File: config.mk
export PLATFORM = sky130hd
export DESIGN_NAME = conv_relu_pool_flat
export DESIGN_NICKNAME = d
export VERILOG_FILES = /design/src/rtl/conv_relu_pool_if.sv /design/src/rtl/conv_relu_pool.sv /design/src/flat_wrapper.sv
export SDC_FILE = /design/constraint.sdc
export NUM_CORES = 1
export LEC_CHECK = 0
export CAP_MARGIN = 20
export CORE_MARGIN = 1
export CORE_UTILIZATION = 35
export CTS_BUF_LIST = sky130_fd_sc_hd__clkbuf_4 sky130_fd_sc_hd__clkbuf_8 sky130_fd_sc_hd__clkbuf_16
export CTS_CLUSTER_DIAMETER = 30
export DETAILED_ROUTE_END_ITERATION = 6
export HOLD_SLACK_MARGIN = 0.02
export PLACE_DENSITY = 0.58
export RECOVER_POWER = 25
export SLEW_MARGIN = 15
export SYNTH_ARGS = -nofsm -noshare
export SYNTH_HDL_FRONTEND = slang
export SYNTH_SLANG_ARGS = --single-unit
File: constraint.sdc
create_clock -name clk -period 11.3 [get_ports clk]
set_input_delay 1.695 -clock clk [delete_from_list [all_inputs] [get_ports clk]]
set_output_delay 1.695 -clock clk [all_outputs]
set_load 0.01 [all_outputs]
File: src/rtl/conv_relu_pool_if.sv
// conv_relu_pool_if -- stream bundle between conv, conv_relu_pool and the
// next layer's buffer.
//   start      arms a new frame (same net as conv start)
//   in_data    conv result sample
//   in_valid   sample strobe, one sample per high cycle
//   pool_data  pooled value
//   pool_addr  write address of pool_data
//   pool_req   pool_data/pool_addr valid this cycle
//   done       one-cycle end-of-frame pulse
// slave: the pooling stage. master: whoever feeds it and takes its results.
interface conv_relu_pool_if #(
    parameter int DATA_W = 20,
    parameter int ADDR_W = 10
);
    logic              start;
    logic [DATA_W-1:0] in_data;
    logic              in_valid;
    logic [DATA_W-1:0] pool_data;
    logic [ADDR_W-1:0] pool_addr;
    logic              pool_req;
    logic              done;

    modport slave (
        input  start, in_data, in_valid,
        output pool_data, pool_addr, pool_req, done
    );

    modport master (
        output start, in_data, in_valid,
        input  pool_data, pool_addr, pool_req, done
    );
endinterface

File: src/rtl/conv_relu_pool.sv
// conv_relu_pool -- ReLU followed by 2x2 stride-2 max pooling on the raster
// stream produced by conv. The pooled map leaves with sequential addresses.
// Only half a row of pair maxima is buffered, so no row is re-read.
//   clk    rising-edge clock
//   reset  asynchronous, active-low, clears all control state
//   bus    conv_relu_pool_if.slave (start/in_* in, pool_*/done out)
module conv_relu_pool #(
    parameter int DATA_W = 20,
    parameter int MAP_W  = 30,
    parameter int MAP_H  = 30,
    parameter int ADDR_W = 10,
    parameter int SIGNED = 1
) (
    input  logic             clk,
    input  logic             reset,
    conv_relu_pool_if.slave  bus
);
    localparam int COL_W = (MAP_W > 1) ? $clog2(MAP_W) : 1;
    localparam int ROW_W = (MAP_H > 1) ? $clog2(MAP_H) : 1;
    localparam int LB_N  = MAP_W / 2;
    localparam int LB_AW = (LB_N > 1) ? $clog2(LB_N) : 1;
    // Rows that take part in pooling; an odd last row is dropped.
    localparam int USE_H = (MAP_H / 2) * 2;

    typedef enum logic [1:0] {IDLE = 2'd0, RUN = 2'd1, FLUSH = 2'd2} state_t;

    // Negative samples clamp to zero only for a signed stream.
    function automatic logic [DATA_W-1:0] relu(input logic [DATA_W-1:0] v);
        if ((SIGNED != 0) && v[DATA_W-1]) begin
            relu = '0;
        end else begin
            relu = v;
        end
    endfunction

    // Plain unsigned max; operands are non-negative after ReLU.
    function automatic logic [DATA_W-1:0] umax(input logic [DATA_W-1:0] a,
                                               input logic [DATA_W-1:0] b);
        if (a > b) begin
            umax = a;
        end else begin
            umax = b;
        end
    endfunction

    state_t            state_q;
    logic [COL_W-1:0]  col_q;
    logic [ROW_W-1:0]  row_q;
    logic [ADDR_W-1:0] out_cnt_q;
    logic [DATA_W-1:0] h_q;
    logic [DATA_W-1:0] lb_q [LB_N];
    logic [DATA_W-1:0] pool_data_q;
    logic [ADDR_W-1:0] pool_addr_q;
    logic              pool_req_q;
    logic              done_q;

    logic              accept_s;
    logic [DATA_W-1:0] relu_s;
    logic [LB_AW-1:0]  lb_idx_s;
    logic [DATA_W-1:0] pair_max_s;
    logic [DATA_W-1:0] win_max_s;
    logic              row_used_s;
    logic              last_col_s;
    logic              last_row_s;

    // Datapath for the sample presented this cycle.
    always_comb begin
        accept_s   = (state_q == RUN) && bus.in_valid;
        relu_s     = relu(bus.in_data);
        lb_idx_s   = LB_AW'(col_q >> 1);
        pair_max_s = umax(h_q, relu_s);
        win_max_s  = umax(lb_q[lb_idx_s], pair_max_s);
        row_used_s = int'(row_q) < USE_H;
        last_col_s = int'(col_q) == (MAP_W - 1);
        last_row_s = int'(row_q) == (MAP_H - 1);
    end

    // Line buffer: pair maxima of an even row, consumed by the following odd
    // row. Odd columns only exist below MAP_W/2*2, so every odd col is used.
    always_ff @(posedge clk) begin
        if (accept_s && col_q[0] && !row_q[0] && row_used_s) begin
            lb_q[lb_idx_s] <= pair_max_s;
        end
    end

    // Frame FSM, raster counters, pair register and registered outputs.
    always_ff @(posedge clk or negedge reset) begin
        if (!reset) begin
            state_q     <= IDLE;
            col_q       <= '0;
            row_q       <= '0;
            out_cnt_q   <= '0;
            h_q         <= '0;
            pool_data_q <= '0;
            pool_addr_q <= '0;
            pool_req_q  <= 1'b0;
            done_q      <= 1'b0;
        end else begin
            pool_req_q <= 1'b0;
            done_q     <= 1'b0;
            case (state_q)
                IDLE: begin
                    if (bus.start) begin
                        state_q   <= RUN;
                        col_q     <= '0;
                        row_q     <= '0;
                        out_cnt_q <= '0;
                    end
                end
                RUN: begin
                    if (accept_s) begin
                        if (!col_q[0]) begin
                            h_q <= relu_s;
                        end else if (row_q[0] && row_used_s) begin
                            pool_req_q  <= 1'b1;
                            pool_data_q <= win_max_s;
                            pool_addr_q <= out_cnt_q;
                            out_cnt_q   <= out_cnt_q + ADDR_W'(1);
                        end
                        if (last_col_s) begin
                            col_q <= '0;
                            if (last_row_s) begin
                                // done rides alongside the final pool_req.
                                row_q   <= '0;
                                state_q <= FLUSH;
                                done_q  <= 1'b1;
                            end else begin
                                row_q <= row_q + ROW_W'(1);
                            end
                        end else begin
                            col_q <= col_q + COL_W'(1);
                        end
                    end
                end
                FLUSH: begin
                    state_q <= IDLE;
                end
                default: begin
                    state_q <= IDLE;
                end
            endcase
        end
    end

    assign bus.pool_data = pool_data_q;
    assign bus.pool_addr = pool_addr_q;
    assign bus.pool_req  = pool_req_q;
    assign bus.done      = done_q;
endmodule

File: src/flat_wrapper.sv
// flat-port wrapper written by rule: the top's interface ports become plain ports
module conv_relu_pool_flat 
#(
    parameter int DATA_W = 20,
    parameter int MAP_W  = 30,
    parameter int MAP_H  = 30,
    parameter int ADDR_W = 10,
    parameter int SIGNED = 1
)
  (clk, reset, bus_start, bus_in_data, bus_in_valid, bus_pool_data, bus_pool_addr, bus_pool_req, bus_done);
  conv_relu_pool_if #(.DATA_W(DATA_W), .ADDR_W(ADDR_W)) bus_i ();
  input  logic clk;
  input  logic reset;
  input wire logic [$bits(bus_i.start)-1:0] bus_start;
  input wire logic [$bits(bus_i.in_data)-1:0] bus_in_data;
  input wire logic [$bits(bus_i.in_valid)-1:0] bus_in_valid;
  output wire logic [$bits(bus_i.pool_data)-1:0] bus_pool_data;
  output wire logic [$bits(bus_i.pool_addr)-1:0] bus_pool_addr;
  output wire logic [$bits(bus_i.pool_req)-1:0] bus_pool_req;
  output wire logic [$bits(bus_i.done)-1:0] bus_done;
  assign bus_i.start = bus_start;
  assign bus_i.in_data = bus_in_data;
  assign bus_i.in_valid = bus_in_valid;
  assign bus_pool_data = bus_i.pool_data;
  assign bus_pool_addr = bus_i.pool_addr;
  assign bus_pool_req = bus_i.pool_req;
  assign bus_done = bus_i.done;
  conv_relu_pool #(.DATA_W(DATA_W), .MAP_W(MAP_W), .MAP_H(MAP_H), .ADDR_W(ADDR_W), .SIGNED(SIGNED)) u_core (.clk(clk), .reset(reset), .bus(bus_i));
endmodule
### Word level (Yosys, flattened, before mapping)

Memory sizes are Yosys's and may differ from the RTL's.
Cells that the tools add are included.
Widths: inputs -> output; s select.

* $add $sub $neg: 3
* $lt $le $gt $ge: 3
* equality and inequality tests: 9
* muxes and demuxes: 31
* bitwise logic cells: 1
* reduce and logical (&&, ||, !) cells: 14

Operators by type and width (number)
* $gt 20x20->1: 2
* $mux 10: 4
* $mux 20: 2
* $mux 5: 6
* $pmux 10 s2: 1
* $pmux 5 s2: 2
* $mux 19: 1
* $reduce_and 4->1: 3
* $add 10x1->10 const B: 1
* $add 5x1->5 const B: 2
* $eq 5x3->1 const B: 2
* $mux 1: 10
* $mux 2: 4
* $ne 2x1->1 const B: 4
* $reduce_and 3->1: 2
* $logic_and 1x1->1: 5
* $lt 5x5->1 const B: 1
* $reduce_and 5->1: 1
* $ne 2x2->1 const B: 2
* $pmux 2 s2: 1
* $eq 2x1->1 const B: 1
* $logic_not 2->1: 1
* $reduce_bool 2->1: 1
* $logic_not 1->1: 1
* $not 1->1: 1

* bits in registers: 74
* memory bits (writable): 300
* input bits: 24
* output and inout port bits: 32
* word-level logic and storage cells: 71
* memories kept: 1

Memory list
* u_core.lb_q: depth 15, bits a word 20, read ports 1, clocked after Yosys merged registers in 0, wr ports 1, line conv_relu_pool.sv:51 `logic [DATA_W-1:0] lb_q [LB_N];`

### Longest topological paths before layout

Gate-level depths: netlist of run 1.

* depth in word-level cells: 7
* gate-level depth with buffers: 23

### Worst setup path after synthesis of run 1

OpenSTA, ideal clock, no wires.

* path type: input -> register
* from: input bus_in_data[19]
* to: register u_core.pool_data_q[10], in the netlist u_core.bus.pool_data[10]
* library setup time: 0.126 ns
* data arrival time: 6.151 ns
* required time: 11.174 ns
* slack: 5.023 ns
* stages on the path: 22
* buffers on the path: 6
* cells stage by stage: clkbuf_1 clkbuf_1 nand2b_1 ha_1 nand4_1 nor4_1 a221o_1 o31ai_1 buf_4 buf_8 mux2i_1 inv_1 ha_1 nand4_1 or3_1 a21oi_1 o41ai_1 a21oi_1 buf_6 nor2_4 buf_2 a221o_1

* cells in the longest elaborated chain, start to end: 5

RTL lines
* start: declaration: line flat_wrapper.sv:15 `input wire logic [$bits(bus_i.in_data)-1:0] bus_in_data;`
* $mux 19 (*): line conv_relu_pool.sv:29 `if ((SIGNED != 0) && v[DATA_W-1]) begin`
* $gt 20x20->1: line conv_relu_pool.sv:39 `if (a > b) begin`
* $mux 20 (*): line conv_relu_pool.sv:39
* named net u_core.pair_max_s[11]: line conv_relu_pool.sv:60 `logic [DATA_W-1:0] pair_max_s;`
* $gt 20x20->1 (*): line conv_relu_pool.sv:39
* $mux 20 (*): line conv_relu_pool.sv:39
* end signal: assignment: line conv_relu_pool.sv:116 `pool_data_q <= win_max_s;`
* end: declaration: line conv_relu_pool.sv:52 `logic [DATA_W-1:0] pool_data_q;`

The timed path passes the listed nets; every way through them passes the cells marked *.
A chain may end at the register's enable or synchronous reset.

### Final worst setup path of run 1

* from: input bus_in_data[19]
* to: register u_core.pool_data_q[1], in the netlist u_core.bus.pool_data[1]

Same word-level chain as after synthesis.

==> flow_results.org, run 1 <==
** Global routing
- Highest-utilization routing layer at the global route stage :: met2
- For met1 alone, demand over resource in global routing was 22.73%.
- Entering global routing, the biggest net connects between 70 and 80 pins.
- Total gr overflow :: 0
- In the global route stage, met2 resource usage came out at around a quarter.
- Gr usage total :: 16.51%
- Antenna violations before repair :: 1
- The first global-routing pass estimated 54340 um of wire.
- Vias in the first global route :: 8796
- Global routing consumed, on the met3 layer, 3.249% of the routing resources.

** Clock network
- Number of CTS-inserted buffers :: between 70 and 80
- Clock latency on the worst-skew pair, taken at its later pin, is 0.58 ns.
- Gates resized during post-CTS repair numbered 0.
- TritonCTS sink count :: 357
- The clock passes through at most 3 buffers.
- H-tree depth reported by CTS :: 3
- In this run the post-CTS setup repair buffer count came out at 0.
- Number of buffers inserted for hold repair after clock tree synthesis :: 0
- TritonCTS clock tree :: yes
- Clock tree synthesis selected as its root buffer the cell sky130_fd_sc_hd__clkbuf_16.
- After clock tree synthesis, the clock-pin slew on the worst setup and hold paths is 0.04 ns.

** Synth
- Post-Synth Adder-Cell Area :: 3.505%
- After Yosys synthesis, and, or, nand and nor cells account for 6.986% of the synthesized area.
- After synthesis, the largest family of logic cells by area is multiplexers.
- By instance count, the leading cell after synthesis is sky130_fd_sc_hd__edfxtp_1.
- In the synthesized netlist the async set-or-reset flop fraction comes to between 20% and 30%.
- Averaged over all synthesized cells, the footprint is 16.33 um^2.
- Counting flops and latches in the post-synthesis netlist gives 357.
- The portion of synthesized area spent on multiplexers is 14.37%.
- Number of synthesis warnings :: 0
- Counting every net in the synthesized netlist gives around 1000.
- Yosys mapped the design onto 45 distinct sky130hd cell types.
- EDFF count, synth :: between 200 and 300
- Synthesis produced a netlist whose cell count is 940.
- Of the total synthesized cell area, the portion taken by XOR and XNOR cells is 0.4565%.
- Post-Syn Area :: 15350 um^2
- Area fraction in compound gates after synthesis :: 4.361%
- Share of the synthesized area in the top cell type :: 55.76%
- Main flop type after synthesis :: sky130_fd_sc_hd__edfxtp_1
- Top cell types by occurrence after synthesis :: sky130_fd_sc_hd__edfxtp_1, sky130_fd_sc_hd__nand2_1, sky130_fd_sc_hd__dfrtp_1, sky130_fd_sc_hd__o21ai_0, sky130_fd_sc_hd__mux4_2
- For this run, the register share of the synthesized area comes to 67.50%.
- Synth top area cells :: sky130_fd_sc_hd__edfxtp_1, sky130_fd_sc_hd__dfrtp_1, sky130_fd_sc_hd__mux4_2, sky130_fd_sc_hd__mux4_1, sky130_fd_sc_hd__ha_1
- Of all cell types, the one taking the most synthesized area is sky130_fd_sc_hd__edfxtp_1.

** Setup path
- The slowest stage of the critical path belongs to the cell sky130_fd_sc_hd__a21oi_2.
- The critical path goes through clkdlybuf4s50_1 > nand2b_1 > ha_1 > and2_1 > o21ai_1 > nand2_1 > a221o_1 > o31ai_4 > buf_4 > mux2i_1 > buf_4 > inv_1 > ha_1 > nand4_1 > or3_1 > a21oi_1 > o41ai_1 > a21oi_2 > nor2_4 > a221o_1.
- Setup Crit Path Kind :: in2reg
- For the worst setup path, the data required time is about 12 ns.
- The kind of cell with the highest combined delay along the critical path is compound AO/OA/AOI/OAI gates.
- The largest single stage delay on the critical path is 0.78 ns.
- The number of buffers and inverters on the critical path is 4.
- STA classifies the critical path endpoint as a flip-flop.
- Along the worst path, the maximum fanout reaches 20.
- STA classifies the critical path startpoint as an input pin.
- WP data arrival :: 7.66 ns

** Finish
- Compared with the post-synthesis result, the final layout area differs by 25.27%.
- The multi-input combinational cells in the finished layout cover a total of 4656 um^2.
- Of the cells placed in the final design, the portion with a size suffix greater than 1 is 20.29%.
- After the last flow step, the layout net total stands at 1125.
- After routing the design area is 19230 um^2.
- The count of cells in the finished layout, fillers not included, comes to roughly 1700.
- 0 antenna diodes ended up in the layout.
- The layout has ~3800 filler cells.
- Register area :: 10360 um^2

** Run status
- The checks that failed: capacitance limit, slew limit.
- Status :: complete, but fails checks

** Floorplanning
- Once the floorplan was initialized, standard cells occupied between 30% and 40% of the core.
- Placement row count :: 76
- Chip width :: 211.4 um
- I/O pin cnt :: 56
- Die Height :: ~210 um
- Die footprint :: 44690 um^2
- Core area :: roughly 43000 um^2

** Detailed routing
- Dividing the detail-routed wire length by the instance count gives between 20 and 25 um.
- DRC violation total after the first TritonRoute iteration :: 661
- For this run, design rule violations remaining after detail routing come to 0.
- Total routed wirelength :: 35650 um
- For this run, the detailed router's first-pass iteration total came to 5.
- Once detail routing completed, the nets flagged for antenna violations numbered 0.
- Vias after detailed routing :: 8700
- Vias per inst :: 5.106

** Placement
- Final weighted congestion in routability-driven placement :: 0.7932
- Summing all placed instances gives a cell area of ~17000 um^2.
- Port Buffer Count :: 54
- The number of placed instances, taps included, is 1566.
- Post-detailed-placement half-perimeter wirelength :: 19830 um

** STA
- At the pin with the least slew margin, the transition time is around 2.7 ns.
- Final-report setup violation count :: 0
- The clock period could shrink to slightly above 7 ns.
- Max Freq :: 138.3 MHz
- Final Max Slew Viols :: 259
- Part of the cycle the worst path needs :: 64.01%
- Setup TNS :: 0 ns
- The count of endpoints failing hold in the final timing report is 0.
- Between clock sinks in the finished design, the worst skew comes to 0.03207 ns.
- Setup repair after global routing left no endpoint under its margin.
- Slew Limit Headroom :: -81.08%

** Job
- MaxCap Viol Count :: 9

** Power and ir drop
- In this run the power density over the cells is ~270 nW/um^2.
- The analysis attributes to cell leakage a power of 7.169 nW.
- Across the VDD grid, the largest voltage drop is 0.0001188 V.
- Power after layout :: 5.105 mW

** Min path
- The min-delay analysis places its worst path in the category reg2reg.
[logic make-up (layout without fill, tap and decap cells)]
group | after synthesis | in the layout
buffers and inverters | 86 | 265
muxes | 115 | 115
other | 1 | 1
xor gates and xnor gates | 8 | 8
AOI/OAI and AO/OA | 107 | 107
adders and majority gates | 43 | 43
and+or+nand+nor | 223 | 223
DFF | 357 | 357
[layout by cell type, fill, tap and decap left out, types with 11 or more instances in the layout]
cell,synthesis,final
sky130_fd_sc_hd__and3_1,22,22
sky130_fd_sc_hd__mux4_1,30,30
sky130_fd_sc_hd__nand4_1,11,11
sky130_fd_sc_hd__nand3_1,17,17
sky130_fd_sc_hd__dfrtp_1,72,70
sky130_fd_sc_hd__mux2i_1,37,36
sky130_fd_sc_hd__clkbuf_4,0,11
sky130_fd_sc_hd__a21oi_1,18,17
sky130_fd_sc_hd__mux4_2,45,45
sky130_fd_sc_hd__nand2_1,90,90
sky130_fd_sc_hd__buf_4,4,26
sky130_fd_sc_hd__o21ai_0,50,51
sky130_fd_sc_hd__nand2b_1,23,23
sky130_fd_sc_hd__clkinvlp_4,0,12
sky130_fd_sc_hd__a221o_1,20,20
sky130_fd_sc_hd__ha_1,43,43
sky130_fd_sc_hd__nor2_1,32,22
sky130_fd_sc_hd__clkdlybuf4s50_1,0,21
sky130_fd_sc_hd__dlygate4sd3_1,0,32
sky130_fd_sc_hd__clkbuf_16,0,75
sky130_fd_sc_hd__inv_1,40,40
sky130_fd_sc_hd__edfxtp_1,285,285
[flip-flops by register name (all words and copies together) (netlist names)]
| register | count |
|---|---|
| u_core.state_q | 2 |
| u_core.col_q | 5 |
| u_core.bus.pool_data | 19 |
| u_core.h_q | 19 |
| u_core.bus.pool_addr | 10 |
| u_core.bus.pool_req | 1 |
| u_core.lb_q | 285 |
| u_core.row_q | 5 |
| u_core.bus.done | 1 |
| u_core.out_cnt_q | 10 |
[layout make-up]
class	instances	area share, %
clock buffer	87	10.26
clock inverter	50	3.078
inverter	40	0.7809
multi-input combinational	497	24.21
sequential	357	53.91
tap	585	3.807
timing repair buffer	88	3.950
[worst min-delay path, delay by kind of cell (launching register included)]
family	cells	cell delay (ns)
flops	1	0.33
simple gates	2	0.10
[path summary, 6_finish.rpt]
path | from | to | slack, ns | cells after the start
setup / recovery | bus_in_data[19] | u_core.bus.pool_data[1] | 4.07 | 20
hold / removal | u_core.bus.pool_addr[8] | u_core.bus.pool_addr[8] | 0.46 | 2
setup reg to reg | u_core.col_q[1] | u_core.bus.pool_data[1] | 4.28 | 11
hold reg to reg | u_core.bus.pool_addr[8] | u_core.bus.pool_addr[8] | 0.46 | 2
max in group asynchronous | reset | u_core.col_q[2] | 6.12 | 2
min in group asynchronous | reset | u_core.bus.pool_data[11] | 1.61 | 1
[where the power goes]
| group | switching, mW | leakage, nW | internal [mW] |
|---|---|---|---|
| Combinational | 0.637 | 2.38 | 0.553 |
| Clock | 0.719 | 1.23 | 1.47 |
| Sequential | 0.134 | 3.55 | 1.59 |
| Total | 1.49 | 7.17 | 3.61 |
[layer usage]
metal | share of wire, % | vias up
li1 | - | 3935
met1 | 45 | 4445
met2 | 47 | 261
met3 | 5.7 | 59
met4 | 2.0 | 0
met5 | 0 | -
[stage by stage]
step	utilization (%)	hold slack [ns]	setup slack, ns
floorplan	-	0.4484	5.023
global placement	38.68	0.4577	3.728
detailed placement	38.68	0.4627	3.580
CTS	44.62	0.4736	4.134
global route	44.54	0.4871	3.655
finish	44.54	0.4593	4.067
Note: power is estimated with default switching activity, not from simulation.
==> inputs of run 2 (changes only) <==
--- a/config.mk
+++ b/config.mk
@@ -12,7 +12,7 @@
 export CTS_CLUSTER_DIAMETER = 30
 export DETAILED_ROUTE_END_ITERATION = 6
 export HOLD_SLACK_MARGIN = 0.02
-export PLACE_DENSITY = 0.58
+export PLACE_DENSITY = 0.59
 export RECOVER_POWER = 25
 export SLEW_MARGIN = 15
 export SYNTH_ARGS = -nofsm -noshare
==> constraint.sdc (replaced) <==
create_clock -name clk -period 6.1 [get_ports clk]
set_input_delay 0.915 -clock clk [delete_from_list [all_inputs] [get_ports clk]]
set_output_delay 0.915 -clock clk [all_outputs]
set_load 0.01 [all_outputs]
==> flow_results.org, run 2 (synthesized netlist as in run 1, its figures left out) <==
** Run status
- Status :: complete, but fails checks
- The final reports fail on capacitance limit, slew limit.

** Detailed routing
- Highest routed layer :: met4
- Met3 wire len :: 1681 um (-18%)
- The DRC marker count from the first detailed-route iteration is 717 (+8.5%).
- Routed met1 length :: 16840 um (+4.9%)
- The post-detailed-route DRC marker count is 0 (unchanged).
- The via density per instance came to 5.141 (+0.69%).
- Routed wire length per instance :: 21.68 um (+3.6%)
- Final antenna-violating net count :: 0 (unchanged)
- The met2 wire length was 17570 um (+4.3%).
- The count of vias placed by the detailed router is 8765 (+0.75%).
- The total detailed-routing wirelength is 36970 um (+3.7%).
- The detailed-routing iteration count for the pre-antenna-repair pass came to 7 (+2).

** STA
- Unrepaired setup endpoints after global routing :: no
- Pin slew with the least headroom to its limit :: 2.750 ns (+0.03341 ns)
- Worst Hold Slack :: 0.4619 ns (+0.002580 ns)
- The max-slew violation count is 135 (-48%).
- Subtracting the final worst setup slack from the clock period gives 5.692 ns.
- The headroom to the max-slew limit is -83.31% (-2.2 points).
- Worst-case setup margin in the final layout :: 0.4082 ns (-3.659 ns)
- Of the available clock period, the critical path in the final layout requires 93.31%.
- Max Freq :: 175.7 MHz
- Skew final :: 0.02829 ns (-0.003785 ns)
- The final count of negative-setup-slack endpoints came to 0 (unchanged).
- The count of endpoints failing hold in the final timing report was 0 (unchanged).
- The setup TNS after final layout came to 0 ns (unchanged).

** Power and ir drop
- The cell internal power dissipation came to 6.552 mW (+81%).
- Power after layout :: 9.371 mW (+84%)
- Power density over the cells :: 488.3 nW/um^2 (+84%)
- Worst-case vdd ir drop :: 0.0002475 V (+110%)
- The leakage power of the design came to 7.189 nW (+0.28%).
- The net switching component of the power is 2.819 mW (+89%).
- The clock network fraction of design power is 40.7% (-2.2 points).
- Reg power frac :: 35.2% (+1.4 points)
- Switching portion of total power :: 30.08% (+0.88 points)
- Logic pwr share :: 24.1% (+0.8 points)

** Setup path
- Required arrival time at the worst endpoint :: 6.55 ns (-5.18 ns)
- Sort of element at the end of the critical path :: flip-flop
- STA classifies the critical path startpoint as an input pin.
- The top fanout value on the critical path is 19 (-5.0%).
- The worst path arrival time came to 6.14 ns (-1.52 ns).
- Cell-by-cell trace of the critical path :: clkdlybuf4s50_1 > nand2b_1 > ha_1 > nor2b_1 > o21ai_1 > nand2_1 > a221o_1 > o31ai_4 > buf_12 > mux2i_1 > inv_1 > ha_1 > nand4_1 > or3_1 > a21oi_1 > o41ai_2 > a21oi_4 > nor2_4 > buf_12 > a221o_1
- The critical path is of the in2reg type.
- Crit path max-delay cell type :: sky130_fd_sc_hd__clkdlybuf4s50_1
- Largest stage delay on the critical path :: 0.72 ns (-0.06 ns)

** Placement
- Area post-placement :: 16740 um^2 (+0.26%)
- Port Buffer Count :: 54 (unchanged)
- The total half-perimeter wirelength after legalization and detailed placement came to 20880 um (+5.3%).
- Final weighted congestion in routability-driven placement :: 0.7652 (-3.5%)
- Worst setup slack after placement :: -0.5089 ns (-4.089 ns)

** Finish
- The share of post-route cells with drive strength above 1 is 20.63% (+0.34 points).
- Synthesis-to-layout area growth :: 25.04%
- The number of antenna repair diodes came to 0 (unchanged).
- The flip-flop count of the largest register after layout came to 285 (unchanged).
- Register name with the most flops :: u_core.lb_q
- The number of inserted filler cells in the final layout is 3858 (+1.6%).
- The final net count came to 1128 (+0.27%).
- Most frequent cells in the layout :: sky130_fd_sc_hd__edfxtp_1, sky130_fd_sc_hd__nand2_1, sky130_fd_sc_hd__clkbuf_16
- The final instance area is 19190 um^2 (-0.18%).
- Most frequent standard cell in the layout excluding fill and tap cells :: sky130_fd_sc_hd__edfxtp_1

** Global routing
- Antenna violations before repair :: 1 (unchanged)
- The maximum number of pins on one net before global-route repair was 73 (unchanged).
- Total gr overflow :: 0 (unchanged)
- The wire length of the first global-routing pass was 55590 um (+2.3%).
- Vias in the first global route :: 8763 (-0.38%)
- The overall fraction of global-route tracks in use was 17.01% (+0.50 points).

** Floorplanning
- Die Height :: 211.4 um (unchanged)
- The floorplan die area was 44690 um^2 (unchanged).
- Chip width :: 211.4 um (unchanged)
- I/O pin cnt :: 56 (unchanged)
- The number of rows in the core area was 76 (unchanged).
- The placeable core area came to 43170 um^2 (unchanged).
- Initial standard-cell utilization of the core :: 35.55% (unchanged)

** Clock network
- The clock-pin slew on the worst setup and hold paths came to 0.05 ns (about the same).
- The number of sinks on the clock net was 357 (unchanged).
- The total CTS buffers is 73 (-1.4%).
- TritonCTS clock tree :: yes
- Clock Latency Late Sink :: 0.58 ns (about the same)
- The number of buffers inserted by hold repair at cts was 0 (unchanged).
- Bufs on Longest Clock Path :: 3 (unchanged)
- H-tree depth reported by CTS :: 3 (unchanged)
- Clock tree synthesis selected as its root buffer the cell sky130_fd_sc_hd__clkbuf_16.

** Job
- The number of violations of the max-capacitance limit was 5 (-4).

** Min path
- Worst hold-check path type :: reg2reg
## run 2: stage by stage
stage | std cells | util [%]
floorplan | 940 | -
global placement | 1568 | 38.78
detailed placement | 1568 | 38.78
CTS | 1702 | 44.39
global route | 1705 | 44.46
finish | 1705 | 44.46
## run 2: worst max-delay path: cells and delay by family
family                     cells  cell delay, ns
muxes                          1            0.41
and+or+nand+nor                6            1.24
adders and majority gates      2            0.64
AOI/OAI and AO/OA              7            1.72
buffers and inverters          4            1.21
## run 2: repair_timing
item / in CTS / in global routing
setup buffers: 0 / 1
endpoints found under the hold margin: 0 / 0
resized for setup: 0 / 3
endpoints found under the setup margin: 0 / 19
## run 2: power groups by stage
stage	clock network (mW)	registers (mW)	logic [mW]
after detailed placement	0	3.34	2.21
after global routing	4.02	3.33	2.44
after global placement	0	3.34	2.19
after CTS	3.89	3.30	2.23
final	3.82	3.30	2.26
after floorplan	0	3.10	1.64
## run 2: final cells by class
cell class                 count  area [um^2]  area share (%)
tap                          585        732.0           3.814
clock buffer                  87         1951           10.16
multi-input combinational    498         4705           24.51
inverter                      40        150.1          0.7823
clock inverter                47        467.9           2.438
timing repair buffer          91        818.3           4.264
sequential                   357        10370           54.03
## run 2: path summary, 6_finish.rpt
check,depth (start not counted),to,slack (ns),start
max reg2reg,11,u_core.bus.pool_data[17],1.25,u_core.col_q[1]
max in group asynchronous,2,u_core.col_q[1],1.74,reset
min in group asynchronous,1,u_core.bus.pool_data[5],0.70,reset
min,2,u_core.bus.pool_addr[7],0.46,u_core.bus.pool_addr[7]
max,20,u_core.bus.pool_data[7],0.41,bus_in_data[19]
min reg2reg,2,u_core.bus.pool_addr[7],0.46,u_core.bus.pool_addr[7]
## run 2: routing by layer
layer | vias up | track usage (%)
met5 | - | 0
met4 | 0 | 5.747
met3 | 60 | 3.234
met2 | 249 | 26.37
met1 | 4515 | 24.00
li1 | 3941 | -
==> inputs of run 3 (changes only) <==
--- a/config.mk
+++ b/config.mk
@@ -10,6 +10,7 @@
 export CORE_UTILIZATION = 35
 export CTS_BUF_LIST = sky130_fd_sc_hd__clkbuf_4 sky130_fd_sc_hd__clkbuf_8 sky130_fd_sc_hd__clkbuf_16
 export CTS_CLUSTER_DIAMETER = 30
+export CTS_CLUSTER_SIZE = 8
 export DETAILED_ROUTE_END_ITERATION = 6
 export HOLD_SLACK_MARGIN = 0.02
 export PLACE_DENSITY = 0.59
==> flow_results.org, run 3 (synthesized netlist as in run 1, its figures left out) <==
** Finish
- N_diodes :: 0 (unchanged)
- In the layout the commonest cells are sky130_fd_sc_hd__edfxtp_1, sky130_fd_sc_hd__nand2_1, sky130_fd_sc_hd__clkbuf_16.
- The share of the core filled with cells was 44.78% (+0.32 points).
- Final layout net count :: 1130 (+0.18%)
- Register name with the most flops :: u_core.lb_q
- Synthesis-to-layout area growth :: 25.95%
- Most frequent standard cell in the layout excluding fill and tap cells :: sky130_fd_sc_hd__edfxtp_1
- The post-layout instance count excluding filler cells came to 1707 (+0.12%).
- The share of post-route cells with drive strength above 1 is 20.86% (+0.23 points).
- The flip-flop count of the largest register after layout is 285 (unchanged).

** Detailed routing
- The remaining antenna violation count after routing is 0 (unchanged).
- The post-detailed-route DRC marker count is 0 (unchanged).
- The DRC marker count from the first detailed-route iteration is 609 (-15%).
- Total routed wirelength :: 36920 um (-0.14%)
- Routed wire length per instance :: 21.63 um (-0.26%)
- The detailed-routing iteration count for the pre-antenna-repair pass came to 5 (-2).
- The count of vias placed by the detailed router came to 8814 (+0.56%).
- Vias per inst :: 5.163 (+0.44%)

** Clock network
- Clock Latency Late Sink :: 0.57 ns (about the same)
- The number of buffers inserted by hold repair at cts is 0 (unchanged).
- TritonCTS built the clock tree.
- Bufs on Longest Clock Path :: 3 (unchanged)
- Clk slew on worst S/H paths :: 0.04 ns (about the same)
- H-tree depth reported by CTS :: 3 (unchanged)
- The cell sitting at the root of the clock tree is a sky130_fd_sc_hd__clkbuf_16.
- TritonCTS sink count :: 357 (unchanged)
- The total CTS buffers is 75 (+2.7%).

** STA
- Unrepaired setup endpoints after global routing :: no
- The worst hold-check slack was 0.4630 ns (+0.001109 ns).
- The setup TNS after final layout was 0 ns (unchanged).
- Final Max Slew Viols :: 113 (-16%)
- The count of endpoints failing hold in the final timing report is 0 (unchanged).
- Max Freq :: 174.3 MHz (-0.81%)
- Final critical delay including setup and external delays :: 5.738 ns (+0.04642 ns)
- Part of the cycle the worst path needs :: 94.07% (+0.76 points)
- The final count of negative-setup-slack endpoints came to 0 (unchanged).
- Skew final :: 0.02136 ns (-0.006930 ns)
- The actual transition at the worst max-transition pin was 2.909 ns (+0.1595 ns).
- Slew Limit Headroom :: -93.95% (-11 points)

** Placement
- The total half-perimeter wirelength after legalization and detailed placement is 20880 um (unchanged).
- Port Buffer Count :: 54 (unchanged)
- Final weighted congestion in routability-driven placement :: 0.7652 (unchanged)
- Placed Cells :: 1568 (unchanged)

** Floorplanning
- The count of boundary I/O pins was 56 (unchanged).
- Placement row count :: 76 (unchanged)
- The initial core utilization came to 35.55% (unchanged).
- Die Height :: 211.4 um (unchanged)
- The horizontal die dimension was 211.4 um (unchanged).
- The floorplan die area is 44690 um^2 (unchanged).
- Core area :: 43170 um^2 (unchanged)

** Global routing
- The maximum number of pins on one net before global-route repair came to 73 (unchanged).
- The overall fraction of global-route tracks in use came to 16.97% (-0.043 points).
- Antenna violations before repair :: 0 (-1)
- The via count of the first global-routing pass is 8768 (+0.057%).
- The total congestion overflow came to 0 (unchanged).
- The wire length of the first global-routing pass is 55340 um (-0.45%).

** Power and ir drop
- Worst-case vdd ir drop :: 0.0002474 V (about the same)
- Power density over the cells :: 495.4 nW/um^2 (+1.5%)
- The leakage power of the design is 7.244 nW (+0.76%).
- Power after layout :: 9.576 mW (+2.2%)

** Setup path
- The top fanout value on the critical path is 19 (unchanged).
- STA classifies the critical path startpoint as an input pin.
- The worst path required time came to 6.53 ns (-0.02 ns).
- The worst setup path is captured at a flip-flop.
- Cell count of the worst reg-to-reg path :: 11 (unchanged)
- WP data arrival :: 6.17 ns (+0.03 ns)
- The setup path with the least slack is of type in2reg.

** Job
- The number of violations of the max-capacitance limit is 4 (-1).

** Min path
- Worst hold-check path type :: reg2reg
- Hold Path Stages :: 2 (unchanged)

** Run status
- Failing checks :: capacitance limit, slew limit
- Status :: complete, but fails checks
-- run 3: cell count changes in the layout (fill, tap and decap cells not counted) --
cell and change:
sky130_fd_sc_hd__inv_16 +1, sky130_fd_sc_hd__clkbuf_16 +3, sky130_fd_sc_hd__clkinv_4 -5, sky130_fd_sc_hd__bufinv_16 +3, sky130_fd_sc_hd__clkbuf_8 +3, sky130_fd_sc_hd__inv_8 -1, sky130_fd_sc_hd__clkinv_16 -1, sky130_fd_sc_hd__clkinvlp_4 +4
sky130_fd_sc_hd__clkbuf_4 +1, sky130_fd_sc_hd__clkinv_1 -1, sky130_fd_sc_hd__inv_6 -3, sky130_fd_sc_hd__clkinv_2 -2
-- run 3: cell type report --
cell class | count | area (um^2)
Clock inverter | 42 | 483.0
Clock buffer | 94 | 2074
Sequential cell | 357 | 10370
Fill cell | 3825 | 23840
Inverter | 40 | 150.1
Timing Repair Buffer | 91 | 818.3
Tap cell | 585 | 732.0
Multi-Input combinational cell | 498 | 4705
-- run 3: per-stage QoR --
step                      setup slack (ns)  cell area [um^2]
after floorplan                     0.6027             15350
after global placement             -0.3361             16740
after detailed placement           -0.5089             16740
after CTS                          0.04263             19300
after global routing               0.02994             19330
final                               0.3618             19330
-- run 3: critical path: stages --
cell and delay (ns):
sky130_fd_sc_hd__clkdlybuf4s50_1 0.72, sky130_fd_sc_hd__nand2b_1 0.34, sky130_fd_sc_hd__ha_1 0.32, sky130_fd_sc_hd__nor2b_1 0.14, sky130_fd_sc_hd__o21ai_1 0.11, sky130_fd_sc_hd__nand2_1 0.07, sky130_fd_sc_hd__a221o_1 0.33, sky130_fd_sc_hd__o31ai_4 0.26
sky130_fd_sc_hd__buf_12 0.22, sky130_fd_sc_hd__mux2i_1 0.43, sky130_fd_sc_hd__inv_1 0.09, sky130_fd_sc_hd__ha_1 0.32, sky130_fd_sc_hd__nand4_1 0.16, sky130_fd_sc_hd__or3_1 0.45, sky130_fd_sc_hd__a21oi_1 0.19, sky130_fd_sc_hd__o41ai_2 0.14
sky130_fd_sc_hd__a21oi_4 0.38, sky130_fd_sc_hd__nor2_4 0.08, sky130_fd_sc_hd__buf_12 0.17, sky130_fd_sc_hd__a221o_1 0.30
-- run 3: final timing paths --
check / slack, ns / to / start
max: 0.36 / u_core.bus.pool_data[4] / bus_in_data[19]
min: 0.46 / u_core.bus.pool_addr[4] / u_core.bus.pool_addr[4]
max reg2reg: 1.24 / u_core.bus.pool_data[9] / u_core.col_q[1]
min reg2reg: 0.46 / u_core.bus.pool_addr[4] / u_core.bus.pool_addr[4]
max in group asynchronous: 1.68 / u_core.col_q[1] / reset
min in group asynchronous: 0.65 / u_core.bus.pool_data[1] / reset
-- run 3: routing by layer --
| layer | GRT usage [%] | share of wire [%] | routed length (um) | vias to the layer above |
|---|---|---|---|---|
| met1 | 23.61 | 45 | 16640 | 4525 |
| met5 | 0 | 0 | 0 | - |
| li1 | - | - | - | 3953 |
| met3 | 3.160 | 5.0 | 1858 | 62 |
| met4 | 5.972 | 2.4 | 895 | 0 |
| met2 | 26.62 | 47 | 17520 | 274 |
-- run 3: what timing repair did --
action	4_1_cts	5_1_grt
buffers inserted	0	1
hold endpoints to repair	0	0
setup endpoints to repair	0	19
gates resized for setup	0	3
-- run 3: power breakdown --
part	internal (mW)	total [mW]	switching [mW]
clock network	2.78	4.04	1.26
registers	2.95	3.29	0.342
logic	1.06	2.24	1.19
total	6.79	9.58	2.79
